**src/rtl/riscv_fetch_unit_if.sv**
```systemverilog
// Fetch-stage bundle: imem request/response channels, redirect input and the IF/ID handshake.
// master = fetch unit, slave = instruction memory / decode / branch side.
interface riscv_fetch_unit_if;
    logic        imem_req_valid;
    logic        imem_req_ready;
    logic [31:0] imem_req_addr;
    logic        imem_rsp_valid;
    logic [31:0] imem_rsp_data;
    logic        redirect_valid;
    logic [31:0] redirect_pc;
    logic        ifid_valid;
    logic        ifid_ready;
    logic [31:0] ifid_instr;
    logic [31:0] ifid_pc;

    modport master (
        output imem_req_valid, imem_req_addr, ifid_valid, ifid_instr, ifid_pc,
        input  imem_req_ready, imem_rsp_valid, imem_rsp_data, redirect_valid, redirect_pc, ifid_ready
    );

    modport slave (
        input  imem_req_valid, imem_req_addr, ifid_valid, ifid_instr, ifid_pc,
        output imem_req_ready, imem_rsp_valid, imem_rsp_data, redirect_valid, redirect_pc, ifid_ready
    );
endinterface

```
**src/rtl/riscv_fetch_unit.sv**
```systemverilog
// Instruction fetch stage: credit-limited sequential imem requests, prefetch queue, redirect flush.
// Optional macro FETCH_PERF_CNT_EN adds saturating perf_fetched / perf_starved counters.
module riscv_fetch_unit #(
    parameter logic [31:0] RESET_PC        = 32'h0000_0000,
    parameter int          QDEPTH          = 4,
    parameter int          MAX_OUTSTANDING = 2
) (
    input  logic               clock,
    input  logic               reset,
`ifdef FETCH_PERF_CNT_EN
    output logic [31:0]        perf_fetched,
    output logic [31:0]        perf_starved,
`endif
    riscv_fetch_unit_if.master bus
);
    localparam int              AW       = (QDEPTH > 1) ? $clog2(QDEPTH) : 1;
    localparam int              CW       = $clog2(QDEPTH + 1);
    localparam logic [CW-1:0]   QDEPTH_C = CW'(QDEPTH);
    localparam logic [CW-1:0]   MAXOUT_C = CW'(MAX_OUTSTANDING);
    localparam logic [31:0]     NOP      = 32'h0000_0013;

    logic [31:0]   fpc_q, fpc_d, rpc_q, rpc_d;
    logic [CW-1:0] cnt_q, cnt_d, out_q, out_d, drop_q, drop_d;
    logic [AW-1:0] wptr_q, wptr_d, rptr_q, rptr_d;
    logic [31:0]   qinstr_q [QDEPTH];
    logic [31:0]   qpc_q    [QDEPTH];
    logic [CW:0]   credit;
    logic [31:0]   redir_pc;
    logic          fire, push, pop, rsp_drop;

    // Queue slots plus in-flight requests never exceed the queue size, so a push always has room.
    assign credit   = {1'b0, cnt_q} + {1'b0, out_q};
    assign redir_pc = bus.redirect_pc & 32'hFFFF_FFFC;

    assign bus.imem_req_valid = !reset && !bus.redirect_valid && (out_q < MAXOUT_C)
                                && (credit < {1'b0, QDEPTH_C});
    assign bus.imem_req_addr  = fpc_q;
    assign bus.ifid_valid     = !reset && (cnt_q != '0);
    assign bus.ifid_instr     = bus.ifid_valid ? qinstr_q[rptr_q] : NOP;
    assign bus.ifid_pc        = bus.ifid_valid ? qpc_q[rptr_q] : 32'h0;

    assign fire     = bus.imem_req_valid && bus.imem_req_ready;
    assign rsp_drop = (drop_q != '0);
    assign push     = bus.imem_rsp_valid && !rsp_drop && !bus.redirect_valid;
    assign pop      = bus.ifid_valid && bus.ifid_ready && !bus.redirect_valid;

    always_comb begin
        fpc_d  = fpc_q;
        rpc_d  = rpc_q;
        cnt_d  = cnt_q;
        out_d  = out_q;
        drop_d = drop_q;
        wptr_d = wptr_q;
        rptr_d = rptr_q;
        if (bus.redirect_valid) begin
            // Every request still in flight belongs to the old stream, including any already marked.
            fpc_d  = redir_pc;
            rpc_d  = redir_pc;
            cnt_d  = '0;
            wptr_d = '0;
            rptr_d = '0;
            out_d  = out_q - CW'(bus.imem_rsp_valid);
            drop_d = out_q - CW'(bus.imem_rsp_valid);
        end else begin
            if (fire)
                fpc_d = fpc_q + 32'd4;
            out_d = out_q + CW'(fire) - CW'(bus.imem_rsp_valid);
            if (bus.imem_rsp_valid && rsp_drop)
                drop_d = drop_q - CW'(1);
            if (push) begin
                rpc_d  = rpc_q + 32'd4;
                wptr_d = wptr_q + AW'(1);
            end
            if (pop)
                rptr_d = rptr_q + AW'(1);
            cnt_d = cnt_q + CW'(push) - CW'(pop);
        end
    end

    always_ff @(posedge clock) begin
        if (reset) begin
            fpc_q  <= RESET_PC;
            rpc_q  <= RESET_PC;
            cnt_q  <= '0;
            out_q  <= '0;
            drop_q <= '0;
            wptr_q <= '0;
            rptr_q <= '0;
        end else begin
            fpc_q  <= fpc_d;
            rpc_q  <= rpc_d;
            cnt_q  <= cnt_d;
            out_q  <= out_d;
            drop_q <= drop_d;
            wptr_q <= wptr_d;
            rptr_q <= rptr_d;
        end
    end

    always_ff @(posedge clock) begin
        if (push) begin
            qinstr_q[wptr_q] <= bus.imem_rsp_data;
            qpc_q[wptr_q]    <= rpc_q;
        end
    end

    always_ff @(posedge clock) begin
        if (!reset)
            assert (!(push && !pop && (cnt_q == QDEPTH_C)));
    end

`ifdef FETCH_PERF_CNT_EN
    logic [31:0] perf_fetched_q, perf_starved_q;

    function automatic logic [31:0] sat_inc(input logic [31:0] v);
        return (v == 32'hFFFF_FFFF) ? v : v + 32'd1;
    endfunction

    always_ff @(posedge clock) begin
        if (reset) begin
            perf_fetched_q <= '0;
            perf_starved_q <= '0;
        end else begin
            if (pop)
                perf_fetched_q <= sat_inc(perf_fetched_q);
            if (bus.ifid_ready && !bus.ifid_valid)
                perf_starved_q <= sat_inc(perf_starved_q);
        end
    end

    assign perf_fetched = perf_fetched_q;
    assign perf_starved = perf_starved_q;
`endif
endmodule
```
**src/flat_wrapper.sv**
```systemverilog
// flat-port wrapper written by rule: the top's interface ports become plain ports
module riscv_fetch_unit_flat 
#(
    parameter logic [31:0] RESET_PC        = 32'h0000_0000,
    parameter int          QDEPTH          = 4,
    parameter int          MAX_OUTSTANDING = 2
)
  (clock, reset, bus_imem_req_valid, bus_imem_req_addr, bus_ifid_valid, bus_ifid_instr, bus_ifid_pc, bus_imem_req_ready, bus_imem_rsp_valid, bus_imem_rsp_data, bus_redirect_valid, bus_redirect_pc, bus_ifid_ready);
  riscv_fetch_unit_if bus_i ();
  input  logic clock;
  input  logic reset;
  output wire logic [$bits(bus_i.imem_req_valid)-1:0] bus_imem_req_valid;
  output wire logic [$bits(bus_i.imem_req_addr)-1:0] bus_imem_req_addr;
  output wire logic [$bits(bus_i.ifid_valid)-1:0] bus_ifid_valid;
  output wire logic [$bits(bus_i.ifid_instr)-1:0] bus_ifid_instr;
  output wire logic [$bits(bus_i.ifid_pc)-1:0] bus_ifid_pc;
  input wire logic [$bits(bus_i.imem_req_ready)-1:0] bus_imem_req_ready;
  input wire logic [$bits(bus_i.imem_rsp_valid)-1:0] bus_imem_rsp_valid;
  input wire logic [$bits(bus_i.imem_rsp_data)-1:0] bus_imem_rsp_data;
  input wire logic [$bits(bus_i.redirect_valid)-1:0] bus_redirect_valid;
  input wire logic [$bits(bus_i.redirect_pc)-1:0] bus_redirect_pc;
  input wire logic [$bits(bus_i.ifid_ready)-1:0] bus_ifid_ready;
  assign bus_imem_req_valid = bus_i.imem_req_valid;
  assign bus_imem_req_addr = bus_i.imem_req_addr;
  assign bus_ifid_valid = bus_i.ifid_valid;
  assign bus_ifid_instr = bus_i.ifid_instr;
  assign bus_ifid_pc = bus_i.ifid_pc;
  assign bus_i.imem_req_ready = bus_imem_req_ready;
  assign bus_i.imem_rsp_valid = bus_imem_rsp_valid;
  assign bus_i.imem_rsp_data = bus_imem_rsp_data;
  assign bus_i.redirect_valid = bus_redirect_valid;
  assign bus_i.redirect_pc = bus_redirect_pc;
  assign bus_i.ifid_ready = bus_ifid_ready;
  riscv_fetch_unit #(.RESET_PC(RESET_PC), .QDEPTH(QDEPTH), .MAX_OUTSTANDING(MAX_OUTSTANDING)) u_core (.clock(clock), .reset(reset), .bus(bus_i));
endmodule
```
**config.mk**
```make
export PLATFORM = sky130hd
export DESIGN_NAME = riscv_fetch_unit_flat
export DESIGN_NICKNAME = d
export VERILOG_FILES = /design/src/rtl/riscv_fetch_unit_if.sv /design/src/rtl/riscv_fetch_unit.sv /design/src/flat_wrapper.sv
export SDC_FILE = /design/constraint.sdc
export NUM_CORES = 1
export LEC_CHECK = 0
export BUFFER_PORTS_ARGS = -buffer_cell sky130_fd_sc_hd__buf_2
export CELL_PAD_IN_SITES_DETAIL_PLACEMENT = 2
export CELL_PAD_IN_SITES_GLOBAL_PLACEMENT = 2
export CORE_MARGIN = 3
export CORE_UTILIZATION = 35
export CTS_CLUSTER_DIAMETER = 100
export DETAILED_ROUTE_END_ITERATION = 12
export PLACE_DENSITY = 0.68
export SYNTH_ARGS = -nofsm -noshare
export SYNTH_HDL_FRONTEND = slang
export SYNTH_SLANG_ARGS = --single-unit
```
**constraint.sdc**
```tcl
create_clock -name clock -period 3.6 [get_ports clock]
set_input_delay 0 -clock clock [delete_from_list [all_inputs] [get_ports clock]]
set_output_delay 0 -clock clock [all_outputs]
set_load 0.1 [all_outputs]
```
==> results of run 1 <==
## per-layer routing
layer,up-vias,GRT usage [%]
met5,-,0
met4,0,3.64
met3,34,2.78
met2,190,30.2
met1,4431,25.5
li1,3929,-
## kinds of logic after synthesis
kind of cell,count (synthesis),synth area share (%)
compound gates,110,5.36
xor+xnor,43,2.75
fa+ha+maj,19,1.85
buf+inv,89,2.79
flops,323,65.4
mux,65,10.4
other cells,1,0.0274
simple gates,260,11.4
## power by group
group | switching [uW] | internal [uW] | leakage [uW]
Clock | 1490 | 2050 | 0.000552
Sequential | 112 | 4130 | 0.00288
Combinational | 548 | 249 | 0.00256
Total | 2150 | 6430 | 0.00599
## worst max-delay path, stage by stage, from the launching register on
cell,delay [ns]
dfxtp_1,0.38
ha_1,0.25
nor4b_1,0.44
nand4_1,0.16
buf_4,0.24
inv_2,0.29
nand3_1,0.33
or3_1,0.44
a31oi_1,0.16
## final timing paths
check | endpoint | cells after the start
max | u_core.bus.imem_req_addr[21]$_SDFFE_PP0P_ | 8
min reg2reg | u_core.wptr_q[1]$_SDFFE_PP0N_ | 2
min | u_core.bus.imem_req_addr[30]$_SDFFE_PP0P_ | 4
max reg2reg | u_core.bus.imem_req_addr[21]$_SDFFE_PP0P_ | 8
## cell usage in the layout, fill, tap and decap left out, drive strengths merged, types with 36 or more instances in the layout
| cell type | netlist | routed |
|---|---|---|
| clkbuf | 32 | 49 |
| mux4 | 62 | 62 |
| dfxtp | 75 | 75 |
| and2 | 63 | 63 |
| nor2 | 36 | 36 |
| dlygate4sd3 | 0 | 67 |
| nand2 | 51 | 51 |
| edfxtp | 248 | 248 |
| buf | 17 | 177 |
| inv | 40 | 41 |
## synthesized netlist by cell type (9+ instances only)
master / instances
o211ai_1: 9
a21oi_1: 30
inv_1: 38
nor3_1: 9
nand2_1: 51
edfxtp_1: 248
or3_1: 18
o21ai_0: 9
ha_1: 17
mux4_2: 62
dfxtp_1: 75
nand4_1: 13
a21boi_0: 17
xor2_1: 13
and2_1: 63
clkbuf_1: 32
nor2_1: 36
a31oi_1: 13
nand3_1: 20
and3_1: 11
xnor2_1: 30
## area by class of cell
cell class                      instances  share of cell area [%]
Timing Repair Buffer                  244                    9.87
Multi-Input combinational cell        501                    25.9
Tap cell                              511                    3.77
Sequential cell                       323                    52.9
Clock inverter                         16                   0.798
Clock buffer                           49                    5.92
Inverter                               40                   0.886
## sequential cells by signal, summed over array words and instances (netlist names), named ones only
register / count
u_core.drop_q: 3
u_core.wptr_q: 2
u_core.rptr_q: 2
u_core.qpc_q: 120
u_core.rpc_q: 30
u_core.bus.imem_req_addr: 30
u_core.cnt_q: 3
u_core.qinstr_q: 128
u_core.out_q: 3
## metrics by stage
stage	total power [uW]	setup slack, ns
floorplan	4830	0.539
global placement	5040	0.913
detailed placement	5070	0.789
CTS	8690	0.768
global route	8930	0.592
finish	8570	0.836
==> results.txt, run 1 <==
FP Rows - 71
library cells used by synthesis - 62
R2R setup slack - 0.84 ns
final hold vios - 0
dpl cells - 1552
largest net degree at the start of global routing - 68
fin util - 44.4%
DRC viols - 0
Critical Path End Type - flip-flop
clk sinks - 323
number of fill cells - 3675
largest area contributor in the netlist - edfxtp_1
CTS clk-pin slew, worst paths - 0.06 ns
CTS buffer count - 37
Worst-Margin Slew - 0.818 ns
Die H - 204 um
Area after DPL - 15100 um2
RSZ-0062 raised after global routing - no
Setup Skew - 0.0146 ns
Max Transition Viols Final - 0
Hold Crit Class - primary input to flip-flop
Starting Density - 35.9%
crit-path max FO - 21
Setup crit start kind - flip-flop
Sequential Area - 8950 um2
CP required - 4.05 ns
CTS hold repair buffers - 67
Final Cycle Share - 76.8%
M1 WL - 17.1 mm
Placeable Area - 38100 um2
min-delay src - bus_imem_req_ready
Static Leakage - 0.00599 uW
cell area after layout - 16900 um2
DR WL/cell - 22.0 um
total number of vias - 8584
H-tree Lvls - 2
synth top area cells - edfxtp_1 54%, dfxtp_1 11%, mux4_2 10%
Post-Syn Instances - 910
Cell Area, Synth - 13700 um2
Setup Viol. Count Final - 0
first-pass GRT wire length - 58.7 mm
number of synthesized flops with an enable pin - 248
hold_ws - 0.0651 ns
Syn. warnings - 0
Top FF cell, synth - edfxtp_1
layout cells sized above 1 - 28.0%
GP Congestion - 0.752
Finished Layout Cells - 1684
FFs w/ async S/R, synth - 0%
met2 WL - 18.0 mm
max_slew headroom - 45.3%
Yosys top cell area share - 54.4%
Avg Cell Area, Syn - 15.0 um2
ANT cells - 0
initial antenna violation count - 1
post-cts gate resize count - 0
port bufs - 161
clock buffer depth - 3
Period minus WS final - 2.76 ns
Routed Wire Length - 37.1 mm
highest routed layer - met4
pwr dens - 506 nW/um2
setup_tns - 0 ns
area delta synth->final - 23.7%
nets - 1236
postcts setup bufs - 0
Reg2Reg Launch Point - u_core.cnt_q[2]$_SDFF_PP0_
number of global-route vias before repair - 9777
vias per cell - 5.10
maximum clock rate - 0.362 GHz
die area - 41500 um2
FF+latch count, synth - 323
Clock Latency Late Sink - 0.53 ns
area occupied by multi-input gates - 4390 um2
Starting DRT DRC Count - 364
num ports - 168
Worst VDD drop - 0.283 mV
Root Buffer - clkbuf_16
HPWL Detailed - 23.7 mm
GRT overflow - 0
die width - 204 um
CP Data Arrival Time - 3.21 ns
CP Class - flip-flop to flip-flop
post-route ant nets - 0
max cap viols - 0
All-Layer GR Usage - 18.1%
WL met3 - 1.53 mm
TritonCTS clock tree - built
outcome - finished clean
sequential area share after synthesis - 65.4%
router iterations before antenna repair - 4
Critical Path Source - u_core.cnt_q[2]$_SDFF_PP0_
(Power assumes the default switching activity.)
==> run 2, diff against run 1 <==
--- a/config.mk
+++ b/config.mk
@@ -12,7 +12,7 @@
 export CORE_UTILIZATION = 35
 export CTS_CLUSTER_DIAMETER = 100
 export DETAILED_ROUTE_END_ITERATION = 12
-export PLACE_DENSITY = 0.68
+export PLACE_DENSITY = 0.7
 export SYNTH_ARGS = -nofsm -noshare
 export SYNTH_HDL_FRONTEND = slang
 export SYNTH_SLANG_ARGS = --single-unit
==> constraint.sdc (replaced) <==
create_clock -name clock -period 2.4 [get_ports clock]
set_input_delay 0 -clock clock [delete_from_list [all_inputs] [get_ports clock]]
set_output_delay 0 -clock clock [all_outputs]
set_load 0.1 [all_outputs]
==> run 2 against run 1 <==
  * Register-to-register slack worse by 0.65 ns
  * Utilization grew 0.83 points
  * Clock skew fell by 0.0029 ns
  * Critical path depth decreased by 4
  * Design area grew 1.9%
  * Via count up 0.36%
  * Critical path type is now flip-flop to output pin
  * Highest routed layer unchanged
  * Total power grew 51%
  * Sequential power is 50% higher
  * Wire length up 0.43%
  * Global-route usage down 0.092 points
  * Largest cell class unchanged
==> results.txt, run 2 (same netlist as run 1, synthesis figures left out) <==
router iterations before antenna repair - 4 (unchanged)
first-pass GRT wire length - 58.2 mm (was 58.7 mm)
Finished Layout Cells - 1709 (was 1684)
Clock Latency Late Sink - 0.51 ns (was 0.53 ns)
final hold vios - 0 (unchanged)
CP Data Arrival Time - 2.32 ns (was 3.21 ns)
port bufs - 161 (unchanged)
Setup crit start kind - flip-flop (unchanged)
number of global-route vias before repair - 9796 (was 9777)
total number of vias - 8615 (was 8584)
pre-CTS WS - 0.0951 ns (was 0.789 ns)
CP Class - flip-flop to output pin (was flip-flop to flip-flop)
Die H - 204 um (unchanged)
CP required - 2.40 ns (was 4.05 ns)
commonest cells after routing, fill and taps aside - 248 x edfxtp_1, 157 x buf_2, 64 x dlygate4sd3_1, 63 x and2_1, 62 x mux4_2 (was 248 x edfxtp_1, 161 x buf_2, 73 x dfxtp_1, 67 x dlygate4sd3_1, 63 x and2_1)
CTS clk-pin slew, worst paths - 0.05 ns (was 0.06 ns)
worst setup margin - 0.0828 ns (was 0.836 ns)
outcome - finished clean (unchanged)
Starting Density - 35.9% (unchanged)
initial antenna violation count - 2 (was 1)
largest registers - u_core.qinstr_q x128, u_core.qpc_q x120 (unchanged)
Setup Skew - 0.0116 ns (was 0.0146 ns)
TritonCTS clock tree - built (unchanged)
DR WL/cell - 21.8 um (was 22.0 um)
pwr dens - 752 nW/um2 (was 506 nW/um2)
Final Cycle Share - 96.5%
HPWL Detailed - 24.1 mm (was 23.7 mm)
All-Layer GR Usage - 18.0% (was 18.1%)
Root Buffer - clkbuf_16 (unchanged)
clock buffer depth - 3 (unchanged)
R2R setup slack - 0.19 ns (was 0.84 ns)
die area - 41500 um2 (unchanged)
RSZ-0062 raised after global routing - no (unchanged)
clk sinks - 323 (unchanged)
FP Rows - 71 (unchanged)
num ports - 168 (unchanged)
DRC viols - 0 (unchanged)
Placeable Area - 38100 um2 (unchanged)
layout cells sized above 1 - 31.7% (was 28.0%)
commonest non-fill, non-tap cell in the layout - edfxtp_1 (unchanged)
dpl cells - 1572 (was 1552)
Area after DPL - 15400 um2 (was 15100 um2)
Hold Crit Class - primary input to flip-flop (unchanged)
setup_tns - 0 ns (unchanged)
Largest Register - u_core.qinstr_q (unchanged)
max_slew headroom - 51.5% (was 45.3%)
vias per cell - 5.04 (was 5.10)
Period minus WS final - 2.32 ns
GRT overflow - 0 (unchanged)
Worst VDD drop - 0.358 mV (was 0.283 mV)
CTS buffer count - 37 (unchanged)
Largest register FFs - 128 (unchanged)
largest net degree at the start of global routing - 64 (was 68)
crit-path max FO - 20 (was 21)
Critical Path End Type - output pin (was flip-flop)
Setup Viol. Count Final - 0 (unchanged)
number of fill cells - 3655 (was 3675)
Max Transition Viols Final - 0 (unchanged)
post-route ant nets - 0 (unchanged)
GP Congestion - 0.748 (was 0.752)
hold_ws - 0.0165 ns (was 0.0651 ns)
cell area after layout - 17300 um2 (was 16900 um2)
nets - 1259 (was 1236)
Routed Wire Length - 37.3 mm (was 37.1 mm)
maximum clock rate - 0.432 GHz
die width - 204 um (unchanged)
Worst-Margin Slew - 0.727 ns (was 0.818 ns)
ANT cells - 0 (unchanged)
Starting DRT DRC Count - 351 (was 364)
area delta synth->final - 26.0% (was 23.7%)
H-tree Lvls - 2 (unchanged)
max cap viols - 0 (unchanged)
Static Leakage - 0.00616 uW (was 0.00599 uW)
[run 2: changes by cell type in the layout (fill, tap and decap cells not counted), sizes merged]
| cell | delta |
|---|---|
| clkbuf | +1 |
| clkinvlp | -1 |
| dlygate4sd3 | -3 |
| inv | +1 |
| clkinv | +1 |
| buf | +25 |
| bufinv | +1 |
[run 2: layout make-up]
type | instances | area [um2] | area share (%)
Clock buffer | 49 | 1000 | 5.81
Inverter | 40 | 150 | 0.870
Sequential cell | 323 | 8980 | 52.0
Tap cell | 511 | 639 | 3.71
Timing Repair Buffer | 267 | 1940 | 11.2
Multi-Input combinational cell | 501 | 4400 | 25.5
Clock inverter | 18 | 144 | 0.834
[run 2: worst max-delay path, cell delays in order, from the launching register on]
cell	delay (ns)
dfxtp_2	0.73
buf_12	0.26
mux4_2	0.33
and2_1	0.18
buf_2	0.29
[run 2: per-layer routing]
| layer | GRT usage (%) | vias up | wire (um) |
|---|---|---|---|
| li1 | - | 3978 | - |
| met1 | 25.0 | 4410 | 17200 |
| met2 | 30.4 | 180 | 18100 |
| met3 | 2.20 | 47 | 1320 |
| met4 | 4.42 | 0 | 727 |
| met5 | 0 | - | 0 |
[run 2: path summary, 6_finish.rpt]
path | from | endpoint | cells past startpoint
worst max register to register | u_core.rpc_q[5]$_SDFFE_PP0P_ | u_core.rpc_q[17]$_SDFFE_PP0P_ | 4
worst min register to register | u_core.bus.imem_req_addr[3]$_SDFFE_PP0P_ | u_core.bus.imem_req_addr[3]$_SDFFE_PP0P_ | 2
worst min-delay path | bus_ifid_ready | u_core.rptr_q[0]$_SDFFE_PP0P_ | 4
worst max-delay path | flip-flop | bus_ifid_instr[11] | 4
[run 2: power by group]
group	leakage, uW	internal (uW)	switching [uW]
registers	0.00289	6200	153
logic	0.00271	395	847
clock network	0.000564	3160	2220
total	0.00616	9760	3220
[run 2: stage by stage]
stage | utilization, % | power (uW)
6_report | 45.3 | 13000
3_3_place_gp | 40.3 | 7580
3_5_place_dp | 40.3 | 7630
5_1_grt | 45.3 | 13500
2_1_floorplan | - | 7240
4_1_cts | 45.1 | 13200
[run 2: timing repair]
| item | 4_1_cts | 5_1_grt |
|---|---|---|
| hold buffers | 64 | 0 |
| gates cloned | 0 | 1 |
| setup buffers | 0 | 5 |
| gates resized for setup | 5 | 4 |
| hold endpoints to repair | 195 | 0 |
| endpoints found under the setup margin | 5 | 38 |
==> run 3, diff against run 2 <==
--- a/config.mk
+++ b/config.mk
@@ -5,14 +5,16 @@
 export SDC_FILE = /design/constraint.sdc
 export NUM_CORES = 1
 export LEC_CHECK = 0
+export ABC_AREA = 1
 export BUFFER_PORTS_ARGS = -buffer_cell sky130_fd_sc_hd__buf_2
 export CELL_PAD_IN_SITES_DETAIL_PLACEMENT = 2
 export CELL_PAD_IN_SITES_GLOBAL_PLACEMENT = 2
 export CORE_MARGIN = 3
-export CORE_UTILIZATION = 35
+export CORE_UTILIZATION = 33
 export CTS_CLUSTER_DIAMETER = 100
 export DETAILED_ROUTE_END_ITERATION = 12
-export PLACE_DENSITY = 0.7
+export HOLD_SLACK_MARGIN = 0.06
+export PLACE_DENSITY = 0.75
 export SYNTH_ARGS = -nofsm -noshare
 export SYNTH_HDL_FRONTEND = slang
 export SYNTH_SLANG_ARGS = --single-unit
==> run 3 against run 2 <==
  * Via count up 42%
  * Total power up 7.2%
  * Synthesized cell count increased by 69%
  * Critical path depth grew 2
  * Register-to-register slack got worse by 0.05 ns
  * Clock skew up 0.021 ns
  * Fmax is 1.5% higher
  * Sequential cell count is the same
  * Worst hold slack better by 0.071 ns
  * Utilization shrank 0.13 points
  * Worst setup slack improved by 0.035 ns
  * Sequential share of layout area shrank 6.1 points
==> results.txt, run 3 <==
outcome - finished clean (unchanged)
synth top area cells - edfxtp_1 51%, dfxtp_1 10%, nor2_1 8.9% (was edfxtp_1 54%, dfxtp_1 11%, mux4_2 10%)
Clock Latency Late Sink - 0.58 ns (was 0.51 ns)
R2R setup slack - 0.14 ns (was 0.19 ns)
FP Rows - 76 (was 71)
initial antenna violation count - 0 (was 2)
commonest non-fill, non-tap cell in the layout - nor2_1 (was edfxtp_1)
min-delay src - bus_redirect_valid (was bus_ifid_ready)
Max Transition Viols Final - 0 (unchanged)
Largest register FFs - 128 (unchanged)
FF+latch count, synth - 323 (unchanged)
Setup crit start kind - flip-flop (unchanged)
Reg2Reg Launch Point - u_core.cnt_q[2]$_SDFF_PP0_ (was u_core.rpc_q[5]$_SDFFE_PP0P_)
largest area contributor in the netlist - edfxtp_1 (unchanged)
Critical Path End Type - output pin (unchanged)
CP required - 2.40 ns (about the same)
DR WL/cell - 22.3 um (was 21.8 um)
Avg Cell Area, Syn - 9.44 um2 (was 15.0 um2)
leading cell type by number of instances after synthesis - nor2_1 (was edfxtp_1)
area delta synth->final - 34.6% (was 26.0%)
layout cells sized above 1 - 20.1% (was 31.7%)
max_slew headroom - 65.3% (was 51.5%)
largest net degree at the start of global routing - 125 (was 64)
dpl cells - 2244 (was 1572)
H-tree Lvls - 2 (unchanged)
vias per cell - 5.12 (was 5.04)
largest registers - u_core.qinstr_q x128, u_core.qpc_q x120 (unchanged)
Setup Skew - 0.0327 ns (was 0.0116 ns)
commonest cells in the netlist - 343 x nor2_1, 248 x edfxtp_1, 230 x nand2_1, 158 x o21ai_0, 117 x a21oi_1 (was 248 x edfxtp_1, 75 x dfxtp_1, 63 x and2_1, 62 x mux4_2, 51 x nand2_1)
GRT overflow - 0 (unchanged)
Post-Syn Instances - 1535 (was 910)
ANT cells - 0 (unchanged)
HPWL Detailed - 33.4 mm (was 24.1 mm)
number of synthesized flops with an enable pin - 248 (unchanged)
die area - 46400 um2 (was 41500 um2)
final hold vios - 0 (unchanged)
clk sinks - 323 (unchanged)
Starting Density - 33.5% (was 35.9%)
first-pass GRT wire length - 81.8 mm (was 58.2 mm)
Worst-Margin Slew - 0.516 ns (was 0.727 ns)
pwr dens - 714 nW/um2 (was 752 nW/um2)
setup_tns - 0 ns (unchanged)
TritonCTS clock tree - built (unchanged)
Setup Viol. Count Final - 0 (unchanged)
Final Cycle Share - 95.1% (was 96.5%)
Worst Hold Depth - 5 (was 4)
CP Data Arrival Time - 2.28 ns (was 2.32 ns)
Top FF cell, synth - edfxtp_1 (unchanged)
Static Leakage - 0.00720 uW (was 0.00616 uW)
FFs w/ async S/R, synth - 0% (unchanged)
maximum clock rate - 0.438 GHz (was 0.432 GHz)
router iterations before antenna repair - 4 (unchanged)
commonest cells after routing, fill and taps aside - 335 x nor2_1, 248 x edfxtp_1, 229 x nand2_1, 158 x o21ai_0, 106 x inv_1 (was 248 x edfxtp_1, 157 x buf_2, 64 x dlygate4sd3_1, 63 x and2_1, 62 x mux4_2)
Cell Area, Synth - 14500 um2 (was 13700 um2)
Starting DRT DRC Count - 568 (was 351)
Syn. warnings - 0 (unchanged)
total number of vias - 12274 (was 8615)
Yosys top cell area share - 51.4% (was 54.4%)
max cap viols - 0 (unchanged)
hold_ws - 0.0876 ns (was 0.0165 ns)
Largest Register - u_core.qinstr_q (unchanged)
Period minus WS final - 2.28 ns (was 2.32 ns)
Routed Wire Length - 53.5 mm (was 37.3 mm)
crit-path max FO - 62 (was 20)
library cells used by synthesis - 38 (was 62)
CTS clk-pin slew, worst paths - 0.05 ns (about the same)
Die H - 216 um (was 204 um)
total power - 13900 uW (was 13000 uW)
CP Class - flip-flop to output pin (unchanged)
GP Congestion - 0.766 (was 0.748)
Hold Crit Class - primary input to flip-flop (unchanged)
CTS buffer count - 39 (was 37)
Root Buffer - clkbuf_16 (unchanged)
die width - 216 um (was 204 um)
DRC viols - 0 (unchanged)
port bufs - 161 (unchanged)
Reg2Reg Depth - 11 (was 4)
Worst Hold Endpoint - u_core.wptr_q[1]$_SDFFE_PP0N_ (was u_core.rptr_q[0]$_SDFFE_PP0P_)
reg2reg end - u_core.bus.imem_req_addr[24]$_SDFFE_PP0P_ (was u_core.rpc_q[17]$_SDFFE_PP0P_)
number of global-route vias before repair - 13771 (was 9796)
All-Layer GR Usage - 22.7% (was 18.0%)
post-route ant nets - 0 (unchanged)
Placeable Area - 43200 um2 (was 38100 um2)
fin util - 45.1% (was 45.3%)
num ports - 168 (unchanged)
sequential area share after synthesis - 61.8% (was 65.4%)
Finished Layout Cells - 2397 (was 1709)
clock buffer depth - 3 (unchanged)
nets - 1870 (was 1259)
RSZ-0062 raised after global routing - no (unchanged)
Worst VDD drop - 0.397 mV (was 0.358 mV)
==> run 3: cell types whose count changed in the layout (fill, tap and decap cells not counted), sizes merged, moves of 12 or more <==
cell	before	now
nor2	36	354
nand2	51	233
o21ai	9	167
a21oi	30	118
inv	42	115
and2	63	1
mux4	62	0
nand3	20	81
xnor2	30	5
a21boi	22	0
or3	19	0
nor3	16	2
dlygate4sd3	64	77
nor4	12	0
==> run 3: layout make-up <==
class	instances	area, um2
Sequential cell	323	8960
Clock inverter	23	269
Timing Repair Buffer	274	2960
Clock buffer	49	1020
Inverter	114	433
Multi-Input combinational cell	1029	5110
Fill cell	4556	23700
Tap cell	585	732
==> run 3: cell families (layout without fill, tap and decap cells) <==
kind of cell | count (synthesis) | in the layout | synth area share (%)
flip-flops | 323 | 323 | 61.8
buffers and inverters | 186 | 460 | 5.27
adder cells (fa/ha/maj) | 19 | 19 | 1.74
XOR/XNOR | 15 | 15 | 0.907
AO/OA/AOI/OAI | 305 | 305 | 10.9
other | 1 | 4 | 0.0259
AND/OR/NAND/NOR | 686 | 686 | 19.4
==> run 3: per-layer routing <==
layer	vias to the layer above	global-route usage, %	wire, um
li1	5668	-	-
met1	6263	27.2	22200
met2	268	42.4	28100
met3	75	3.59	1960
met4	0	5.55	1180
met5	-	0	0
==> run 3: worst max path at each step <==
stage	startpoint	to	slack, ns	cells after the start
2_1_floorplan	u_core.drop_q[0]$_SDFFE_PP0P_	u_core.qinstr_q[1][0]$_DFFE_PP_	-0.66	8
3_3_place_gp	u_core.cnt_q[2]$_SDFF_PP0_	u_core.cnt_q[2]$_SDFF_PP0_	0.30	11
3_5_place_dp	u_core.cnt_q[2]$_SDFF_PP0_	u_core.cnt_q[2]$_SDFF_PP0_	0.27	11
4_1_cts	u_core.bus.imem_req_addr[4]$_SDFFE_PP0P_	u_core.bus.imem_req_addr[27]$_SDFFE_PP0P_	0.02	10
5_1_grt	u_core.cnt_q[2]$_SDFF_PP0_	u_core.bus.imem_req_addr[27]$_SDFFE_PP0P_	0.001	11
6_report	flip-flop	bus_ifid_instr[29]	0.12	6
==> run 3: timing repair <==
action                                 CTS  global route
setup endpoints to repair               19            38
hold buffers                            77             0
buffers inserted                         0             4
resized for setup                        1            20
endpoints found under the hold margin  198             0
pin swaps                                0             1
cloned                                   0             1
==> run 3: through the flow <==
| step | setup slack, ns | area, um2 |
|---|---|---|
| after floorplan | -0.661 | 14800 |
| after global placement | 0.304 | 17300 |
| after detailed placement | 0.267 | 17300 |
| after CTS | 0.0175 | 19400 |
| after global routing | 0.00134 | 19500 |
| final | 0.118 | 19500 |
==> run 3: critical path, stage by stage, from the launching register on <==
cell and delay, ns:
dfxtp_4 0.44, buf_16 0.32, nor2_1 0.12, nor2_1 0.17, o21ai_0 0.18, a21oi_2 0.27
buf_12 0.21
==> run 3: report_power, final <==
group / internal [uW] / switching, uW / total [uW]
clock network: 3590 / 2450 / 6040
logic: 443 / 1050 / 1490
registers: 6200 / 175 / 6380
total: 10200 / 3680 / 13900
